### src/rtl/alu_unit.sv
// 16-bit registered ALU: ten opcodes, one cycle of latency, async active-low reset.
// Optional registered zero flag is enabled with the ALU_ZERO_FLAG_EN macro.
module alu_unit (
   input  logic        clk,
   input  logic        rst_n,
   input  logic [3:0]  aluop,
   input  logic [15:0] aluin1,
   input  logic [15:0] aluin2,
   output logic [15:0] aluout,
   output logic        err
`ifdef ALU_ZERO_FLAG_EN
   ,
   output logic        zero
`endif
);

   typedef enum logic [3:0] {
      OP_ADD    = 4'h0,
      OP_SUB    = 4'h1,
      OP_XOR    = 4'h2,
      OP_RED    = 4'h3,
      OP_SLL    = 4'h4,
      OP_SRA    = 4'h5,
      OP_ROR    = 4'h6,
      OP_PADDSB = 4'h7,
      OP_LLB    = 4'h8,
      OP_LHB    = 4'h9
   } alu_op_e;

   logic [15:0] aluout_d, aluout_q;
   logic        err_d, err_q;
   logic [3:0]  shamt;
   logic [9:0]  red_sum;
   logic [8:0]  lane_hi, lane_lo;

   // Returns {saturated, result} for a signed byte add clamped to [0x80, 0x7F].
   function automatic logic [8:0] sat_add8(input logic [7:0] a, input logic [7:0] b);
      logic [8:0] s;
      s = {a[7], a} + {b[7], b};
      if (s[8] != s[7])
         return {1'b1, (s[8] ? 8'h80 : 8'h7f)};
      return {1'b0, s[7:0]};
   endfunction

   always_comb begin
      aluout_d = '0;
      err_d    = 1'b0;
      shamt    = aluin2[3:0];
      red_sum  = {2'b00, aluin1[15:8]} + {2'b00, aluin2[15:8]}
               + {2'b00, aluin1[7:0]}  + {2'b00, aluin2[7:0]};
      lane_hi  = sat_add8(aluin1[15:8], aluin2[15:8]);
      lane_lo  = sat_add8(aluin1[7:0], aluin2[7:0]);
      case (alu_op_e'(aluop))
         OP_ADD:    {err_d, aluout_d} = {1'b0, aluin1} + {1'b0, aluin2};
         // Bit 16 of the widened difference is the unsigned borrow.
         OP_SUB:    {err_d, aluout_d} = {1'b0, aluin1} - {1'b0, aluin2};
         OP_XOR:    aluout_d = aluin1 ^ aluin2;
         OP_RED:    aluout_d = {6'b0, red_sum};
         OP_SLL:    aluout_d = aluin1 << shamt;
         OP_SRA:    aluout_d = $signed(aluin1) >>> shamt;
         // A shift by 16 in a 16-bit context yields 0, so amount 0 returns A.
         OP_ROR:    aluout_d = (aluin1 >> shamt) | (aluin1 << (5'd16 - {1'b0, shamt}));
         OP_PADDSB: begin
            aluout_d = {lane_hi[7:0], lane_lo[7:0]};
            err_d    = lane_hi[8] | lane_lo[8];
         end
         OP_LLB:    aluout_d = {aluin1[15:8], aluin2[7:0]};
         OP_LHB:    aluout_d = {aluin2[7:0], aluin1[7:0]};
         default: begin
            aluout_d = '0;
            err_d    = 1'b1;
         end
      endcase
   end

   always_ff @(posedge clk or negedge rst_n) begin
      if (!rst_n) begin
         aluout_q <= '0;
         err_q    <= 1'b0;
      end else begin
         aluout_q <= aluout_d;
         err_q    <= err_d;
      end
   end

   assign aluout = aluout_q;
   assign err    = err_q;

`ifdef ALU_ZERO_FLAG_EN
   logic zero_d, zero_q;

   always_comb begin
      zero_d = (aluout_d == '0);
   end

   always_ff @(posedge clk or negedge rst_n) begin
      if (!rst_n) zero_q <= 1'b1;
      else        zero_q <= zero_d;
   end

   assign zero = zero_q;
`endif

endmodule

### config.mk
export PLATFORM = sky130hd
export DESIGN_NAME = alu_unit
export DESIGN_NICKNAME = d
export VERILOG_FILES = /design/src/rtl/alu_unit.sv
export SDC_FILE = /design/constraint.sdc
export NUM_CORES = 1
export LEC_CHECK = 0
export BUFFER_PORTS_ARGS = -buffer_cell sky130_fd_sc_hd__buf_4
export CORE_MARGIN = 4
export CORE_UTILIZATION = 57
export CTS_CLUSTER_DIAMETER = 30
export DETAILED_ROUTE_END_ITERATION = 16
export PLACE_DENSITY = 0.8
export SLEW_MARGIN = 10
export SYNTH_ARGS = -nofsm -noshare
export SYNTH_HDL_FRONTEND = slang
export SYNTH_SLANG_ARGS = --single-unit
### constraint.sdc
create_clock -name clk -period 0.8 [get_ports clk]
set_input_delay 0.16 -clock clk [delete_from_list [all_inputs] [get_ports clk]]
set_output_delay 0.16 -clock clk [all_outputs]
set_load 0.005 [all_outputs]
==> results of run 1 <==
logic make-up after synthesis:
group,count (synthesis),share of synthesized area
mux,66,0.136
xor+xnor,20,0.0325
flops,17,0.0687
simple gates,249,0.196
fa+ha+maj,62,0.148
buf+inv,128,0.0899
compound gates,292,0.329
Yosys cell counts, types with 7 or more instances:
cell type	instances	share of area
o21a_1	8	0.0097
a221o_1	7	0.011
mux2i_1	37	0.060
mux4_2	12	0.044
dfrtp_1	17	0.069
nand3_1	21	0.017
a21oi_1	70	0.057
buf_2	19	0.015
nor3_1	21	0.017
nand2b_1	8	0.0081
mux2_2	14	0.025
clkbuf_1	30	0.018
xnor2_1	13	0.018
ha_1	43	0.087
a211oi_1	13	0.016
nand2_1	66	0.040
o2111ai_1	11	0.016
nor2b_1	9	0.0091
o211ai_1	11	0.013
o21ai_0	60	0.048
or3_1	7	0.0071
a31oi_1	8	0.0081
inv_1	66	0.040
a211o_1	9	0.013
a21o_1	9	0.011
nor2_1	77	0.047
fa_1	19	0.061
metal layers:
metal	overflow	track usage
met1	1	0.788
met2	21	0.911
met3	0	0.682
met4	23	0.762
met5	0	0.349
stage by stage:
step	setup TNS [ns]	worst slack [ns]	instances	util	cell area (sq um)
3_5_place_dp	-37.48	-2.45	1236	0.830	8680
3_3_place_gp	-35.61	-2.29	1236	0.830	8680
2_1_floorplan	-30.98	-2.32	834	-	6380
4_1_cts	-31.48	-2.20	1269	0.926	9690
what timing repair did:
item / 4_1_cts
resized for setup: 148
setup buffers: 24
hold buffers: 1
pin swaps: 70
cloned: 4
hold endpoints to repair: 17
endpoints found under the setup margin: 34
==> results by group, run 1 <==
Floorplanning
  – Starting Density: 0.592
  – Die Wd: 112 um
  – Die Y: 112 um
  – # rows: 37
  – Number of I/O pins: 55

Placed design
  – Routability-driven placement congestion ratio: 1.17
  – IO Port Bufs: 54
  – DP HPWL: 24600 um

Logic synthesis
  – YS warnings: 0
  – Post-Syn Area: 6190 sq um
  – Ys async rst share: 1.00
  – Mapped Cells: 834
  – Netlist cell types: 93
  – Predominant post-synthesis flop cell: dfrtp_1
  – Avg Inst Size Synth: 7.42 sq um
  – Syn_nets: 934
  – Post-synthesis sequential area ratio: 0.0687
  – EDFF count, synth: 0
  – Synthesized flop and latch total: 17

GRT
  – Largest net degree at the start of global routing: 35
  – Gr usage total: 0.784
  – Vias in the first global route: 11800
  – Grt total ovfl: 45
  – First-pass GRT wire length: 76000 um

Status
  – Stopped at: 5_1_grt
  – Stop err: [ERROR GRT-0116] Global routing finished with congestion. Check the congestion regions in the DRC Viewer.
  – Status: did not finish

CTS
  – H-tree Lvls: 1
  – Clk sinks: 17
  – Clock buffer depth: 2
  – Cts bufs inserted: 3
  – CTS Root Cell: clkbuf_8
==> run 2, diff against run 1 <==
--- a/config.mk
+++ b/config.mk
@@ -7,10 +7,9 @@
 export LEC_CHECK = 0
 export BUFFER_PORTS_ARGS = -buffer_cell sky130_fd_sc_hd__buf_4
 export CORE_MARGIN = 4
-export CORE_UTILIZATION = 57
-export CTS_CLUSTER_DIAMETER = 30
+export CORE_UTILIZATION = 40
 export DETAILED_ROUTE_END_ITERATION = 16
-export PLACE_DENSITY = 0.8
+export PLACE_DENSITY_LB_ADDON = 0.15
 export SLEW_MARGIN = 10
 export SYNTH_ARGS = -nofsm -noshare
 export SYNTH_HDL_FRONTEND = slang
==> constraint.sdc (replaced) <==
create_clock -name clk -period 1 [get_ports clk]
set_input_delay 0.2 -clock clk [delete_from_list [all_inputs] [get_ports clk]]
set_output_delay 0.2 -clock clk [all_outputs]
set_load 0.005 [all_outputs]
==> run 2 against run 1 <==
- the flow now finishes, with violations (setup timing)
- area after synthesis unchanged
- synthesized cell count unchanged
==> results by group, run 2 <==
Logic synthesis
  – Post-synth top area cell: ha_1
  – YS warnings: 0 (unchanged)
  – EDFF count, synth: 0 (unchanged)
  – Synth area leaders: ha_1 8.7%, dfrtp_1 6.9%, fa_1 6.1%
  – Netlist cell types: 93 (unchanged)
  – Syn_nets: 934 (unchanged)
  – Ys async rst share: 1.00 (unchanged)
  – Top cells by count, synth: 77 x nor2_1, 70 x a21oi_1, 66 x inv_1, 66 x nand2_1, 60 x o21ai_0
  – Post-Syn Area: 6190 sq um (unchanged)
  – Synthesized flop and latch total: 17 (unchanged)
  – Avg Inst Size Synth: 7.42 sq um (unchanged)
  – Top-count cell post-synth: nor2_1
  – Yosys top cell area share: 0.0869 (unchanged)
  – Predominant post-synthesis flop cell: dfrtp_1
  – Mapped Cells: 834 (unchanged)
  – Post-synthesis sequential area ratio: 0.0687 (unchanged)

CTS
  – Clock transition at path regs: 0.06 ns
  – Clk sinks: 17 (unchanged)
  – Clock buffer depth: 2 (unchanged)
  – H-tree Lvls: 1 (unchanged)
  – CTS tree: done
  – CTS Root Cell: clkbuf_16
  – Cts bufs inserted: 3 (unchanged)

Floorplanning
  – Die area: 17500 sq um
  – Die Y: 132 um (+18%)
  – Core box area: 15200 sq um
  – Die Wd: 132 um (+18%)
  – Number of I/O pins: 55 (unchanged)
  – # rows: 45 (+22%)
  – Starting Density: 0.407 (-0.185)

Timing
  – RSZ-0062 raised after global routing: true
  – Crit share post-route: 2.93
  – Final Slew Violations: 0
  – Endpoints failing setup: 18
  – Minimum clock period: 2.93 ns
  – PnR worst setup slack: -1.93 ns
  – Slew HR: 0.667
  – Fmax: 0.341 GHz
  – Final Hold Fails: 0
  – Slew @ Worst Pin: 0.487 ns

Detailed routing
  – WL per Instance: 25.5 um
  – DRC viols: 0
  – Final WL: 34000 um
  – Via count: 8548
  – Post-route ant nets: 0
  – DR vias/cell: 6.40
  – First-pass DRT Iterations: 6
  – DRT iter0 DRCs: 1150

Min path
  – Hold Path Class: primary input to asynchronous set/reset pin

Worst setup path
  – Crit path buf inv count: 5
  – Arrival @ worst endpoint: 3.07 ns
  – Crit-path slowest cell: fa_1
  – CP top delay family: adder cells
  – Cells along the critical path: buf_12 -> inv_12 -> fa_1 -> fa_1 -> inv_2 -> ha_4 -> inv_2 -> fa_2 -> buf_4 -> xnor2_1 -> a221o_1 -> a31oi_1 -> o2111ai_1 -> or3_1
  – Max FO, Critical Path: 2
  – Setup crit end kind: flop
  – CP Launch Type: primary input
  – CP max stage delay: 0.54 ns
  – Crit path kind: primary input to flop
  – Critical Path RT: 1.13 ns

Status
  – Status: complete, but fails checks
  – Failing checks: setup timing

Finish
  – P&R area growth vs syn: 58.6%
  – Nets: 1248
  – Antenna cells: 0
  – Max reg flops: 16
  – Most frequent cells in the layout: 340 x buf_4, 76 x nor2_1, 65 x nand2_1
  – Share of layout cells above drive strength 1: 0.459
  – Finished Layout Cells: 1335
  – Leading cell type in the layout, fill and taps excluded: buf_4

GRT
  – Met2 usage: 0.589
  – GR Util met3: 0.0700
  – Initial antenna violation count: 0
  – Largest net degree at the start of global routing: 40
  – Grt total ovfl: 0
  – Gr busiest metal: met2
  – Met1 Track Usage GR: 0.503
  – First-pass GRT wire length: 49600 um
  – Gr usage total: 0.368
  – Vias in the first global route: 8099

Pwr
  – Final Power: 8.69 mW
  – Maximum VDD drop: 620 uV
  – LEAKAGE: 4.44 nW
  – Power Dens Cells: 885 nW/um^2

Job
  – Number of max-cap violations: 0

Placed design
  – IO Port Bufs: 54 (unchanged)
  – Dpl cells: 1302 (+5.3%)
  – Routability-driven placement congestion ratio: 1.07 (-9.0%)
  – DP HPWL: 26900 um (+9.4%)
==> run 2: cell counts after synthesis <==
Identical to the previous run, type by type.
==> run 2: per-layer routing <==
layer | vias to the layer above | wire length (um)
met5 | - | 0
met4 | 0 | 1470
met3 | 111 | 3680
met2 | 572 | 15100
met1 | 4135 | 13800
li1 | 3730 | -
==> run 2: what timing repair did <==
action                                  in CTS  in global routing
gates cloned                                 1                  0
setup buffers                               18                 11
pin swaps                                   35                 40
hold buffers                                 1                  0
endpoints found under the hold margin       17                  0
endpoints found under the setup margin      17                 18
resized for setup                           92                 57
==> run 2: power breakdown <==
part           switching (mW)  internal, mW
combinational            3.58          3.38
clock                   0.325         0.538
sequential             0.0496         0.809
==> run 2: area by class of cell <==
| class | count | area, sq um |
|---|---|---|
| sequential | 17 | 425 |
| clock inverter | 1 | 5.00 |
| inverter | 69 | 297 |
| clock buffer | 3 | 75.1 |
| multi-input combinational | 689 | 5840 |
| fill | 1314 | 5380 |
| timing repair buffer | 368 | 2940 |
| tap | 188 | 235 |
==> run 2: cell families (layout without fill, tap and decap cells) <==
kind of cell	Yosys count	in the layout	share of synthesized area
xor gates and xnor gates	20	20	0.0325
muxes	66	66	0.136
and+or+nand+nor	249	249	0.196
buffers and inverters	128	441	0.0899
adders and majority gates	62	62	0.148
DFF	17	17	0.0687
AOI/OAI and AO/OA	292	292	0.329
==> run 2: stage by stage <==
stage	hold WS [ns]	setup TNS [ns]	instance area [sq um]	util	setup slack, ns
floorplan	-0.0956	-28.26	6380	-	-2.16
global placement	0.0857	-32.70	8840	0.581	-2.10
detailed placement	0.0908	-33.56	8840	0.581	-2.21
CTS	0.368	-26.54	9500	0.625	-1.87
global route	0.390	-28.23	9820	0.646	-2.02
finish	0.360	-26.89	9820	0.646	-1.93
==> run 2: worst paths after layout <==
path / start / endpoint / slack, ns / cells after the start
max: aluin2[1] / aluout[3] / -1.93 / 14
min: rst_n / aluout[11] / 0.36 / 2
max in group asynchronous: rst_n / aluout[15] / 0.42 / 2
min in group clk: aluop[2] / aluout[0] / 0.37 / 3
(Power assumes the default switching activity.)
==> run 3, diff against run 2 <==
--- a/config.mk
+++ b/config.mk
@@ -7,7 +7,7 @@
 export LEC_CHECK = 0
 export BUFFER_PORTS_ARGS = -buffer_cell sky130_fd_sc_hd__buf_4
 export CORE_MARGIN = 4
-export CORE_UTILIZATION = 40
+export CORE_UTILIZATION = 60
 export DETAILED_ROUTE_END_ITERATION = 16
 export PLACE_DENSITY_LB_ADDON = 0.15
 export SLEW_MARGIN = 10
==> run 3 against run 2 <==
- the run now fails in 5_1_grt
- synthesized cell count unchanged
- area after synthesis unchanged
==> results by group, run 3 <==
GRT
  – Grt total ovfl: 58
  – Largest net degree at the start of global routing: 41
  – Gr usage total: 0.757

Timing
  – Worst_ep grt: aluout[5]$_DFF_PN0_/D
  – Worst_ep kind: register input

Logic synthesis
  – Synth area leaders: ha_1 8.7%, dfrtp_1 6.9%, fa_1 6.1%
  – Avg Inst Size Synth: 7.42 sq um (unchanged)
  – Synthesized flop and latch total: 17 (unchanged)
  – Yosys top cell area share: 0.0869 (unchanged)
  – Syn_nets: 934 (unchanged)
  – Post-synthesis sequential area ratio: 0.0687 (unchanged)
  – Predominant post-synthesis flop cell: dfrtp_1
  – Netlist cell types: 93 (unchanged)
  – EDFF count, synth: 0 (unchanged)
  – YS warnings: 0 (unchanged)
  – Post-synth top area cell: ha_1
  – Top-count cell post-synth: nor2_1
  – Mapped Cells: 834 (unchanged)
  – Top cells by count, synth: 77 x nor2_1, 70 x a21oi_1, 66 x inv_1, 66 x nand2_1, 60 x o21ai_0
  – Post-Syn Area: 6190 sq um (unchanged)
  – Ys async rst share: 1.00 (unchanged)

CTS
  – Clock buffer depth: 2 (unchanged)
  – CTS Root Cell: clkbuf_8
  – H-tree Lvls: 1 (unchanged)
  – Cts bufs inserted: 3 (unchanged)
  – Clk sinks: 17 (unchanged)

Floorplanning
  – Die Y: 110 um (-17%)
  – # rows: 36 (-20%)
  – Starting Density: 0.625 (+0.218)
  – Number of I/O pins: 55 (unchanged)
  – Die Wd: 110 um (-17%)

Placed design
  – Routability-driven placement congestion ratio: 1.18 (+11%)
  – IO Port Bufs: 54 (unchanged)
  – DP HPWL: 24500 um (-8.8%)

Status
  – Stopped at: 5_1_grt
  – Status: did not finish
  – Stop err: [ERROR GRT-0232] Routing congestion too high. Check the congestion heatmap in the GUI.
-- run 3: cell counts after synthesis --
No cell type changed its count.
-- run 3: metal layers --
layer / GRT overflow / GRT usage
met5: 0 / 0.384
met4: 32 / 0.751
met3: 0 / 0.619
met2: 24 / 0.897
met1: 2 / 0.759
-- run 3: cell families after synthesis --
kind of cell / share of synthesized area
DFF: 0.0687
and+or+nand+nor: 0.196
muxes: 0.136
AOI/OAI and AO/OA: 0.329
buffers and inverters: 0.0899
xor gates and xnor gates: 0.0325
adders and majority gates: 0.148
-- run 3: timing repair --
action                     4_1_cts
pin swaps                       27
gates resized for setup         41
setup endpoints to repair       18
hold endpoints to repair        17
setup buffers                   13
hold buffers                     1
-- run 3: metrics by stage --
stage          setup slack [ns]  instance area [sq um]  TNS (ns)  instances
2_1_floorplan             -2.16                   6380    -28.26        834
3_3_place_gp              -2.10                   8660    -32.06       1229
3_5_place_dp              -2.28                   8660    -33.92       1229
4_1_cts                   -1.90                   8990    -28.16       1247
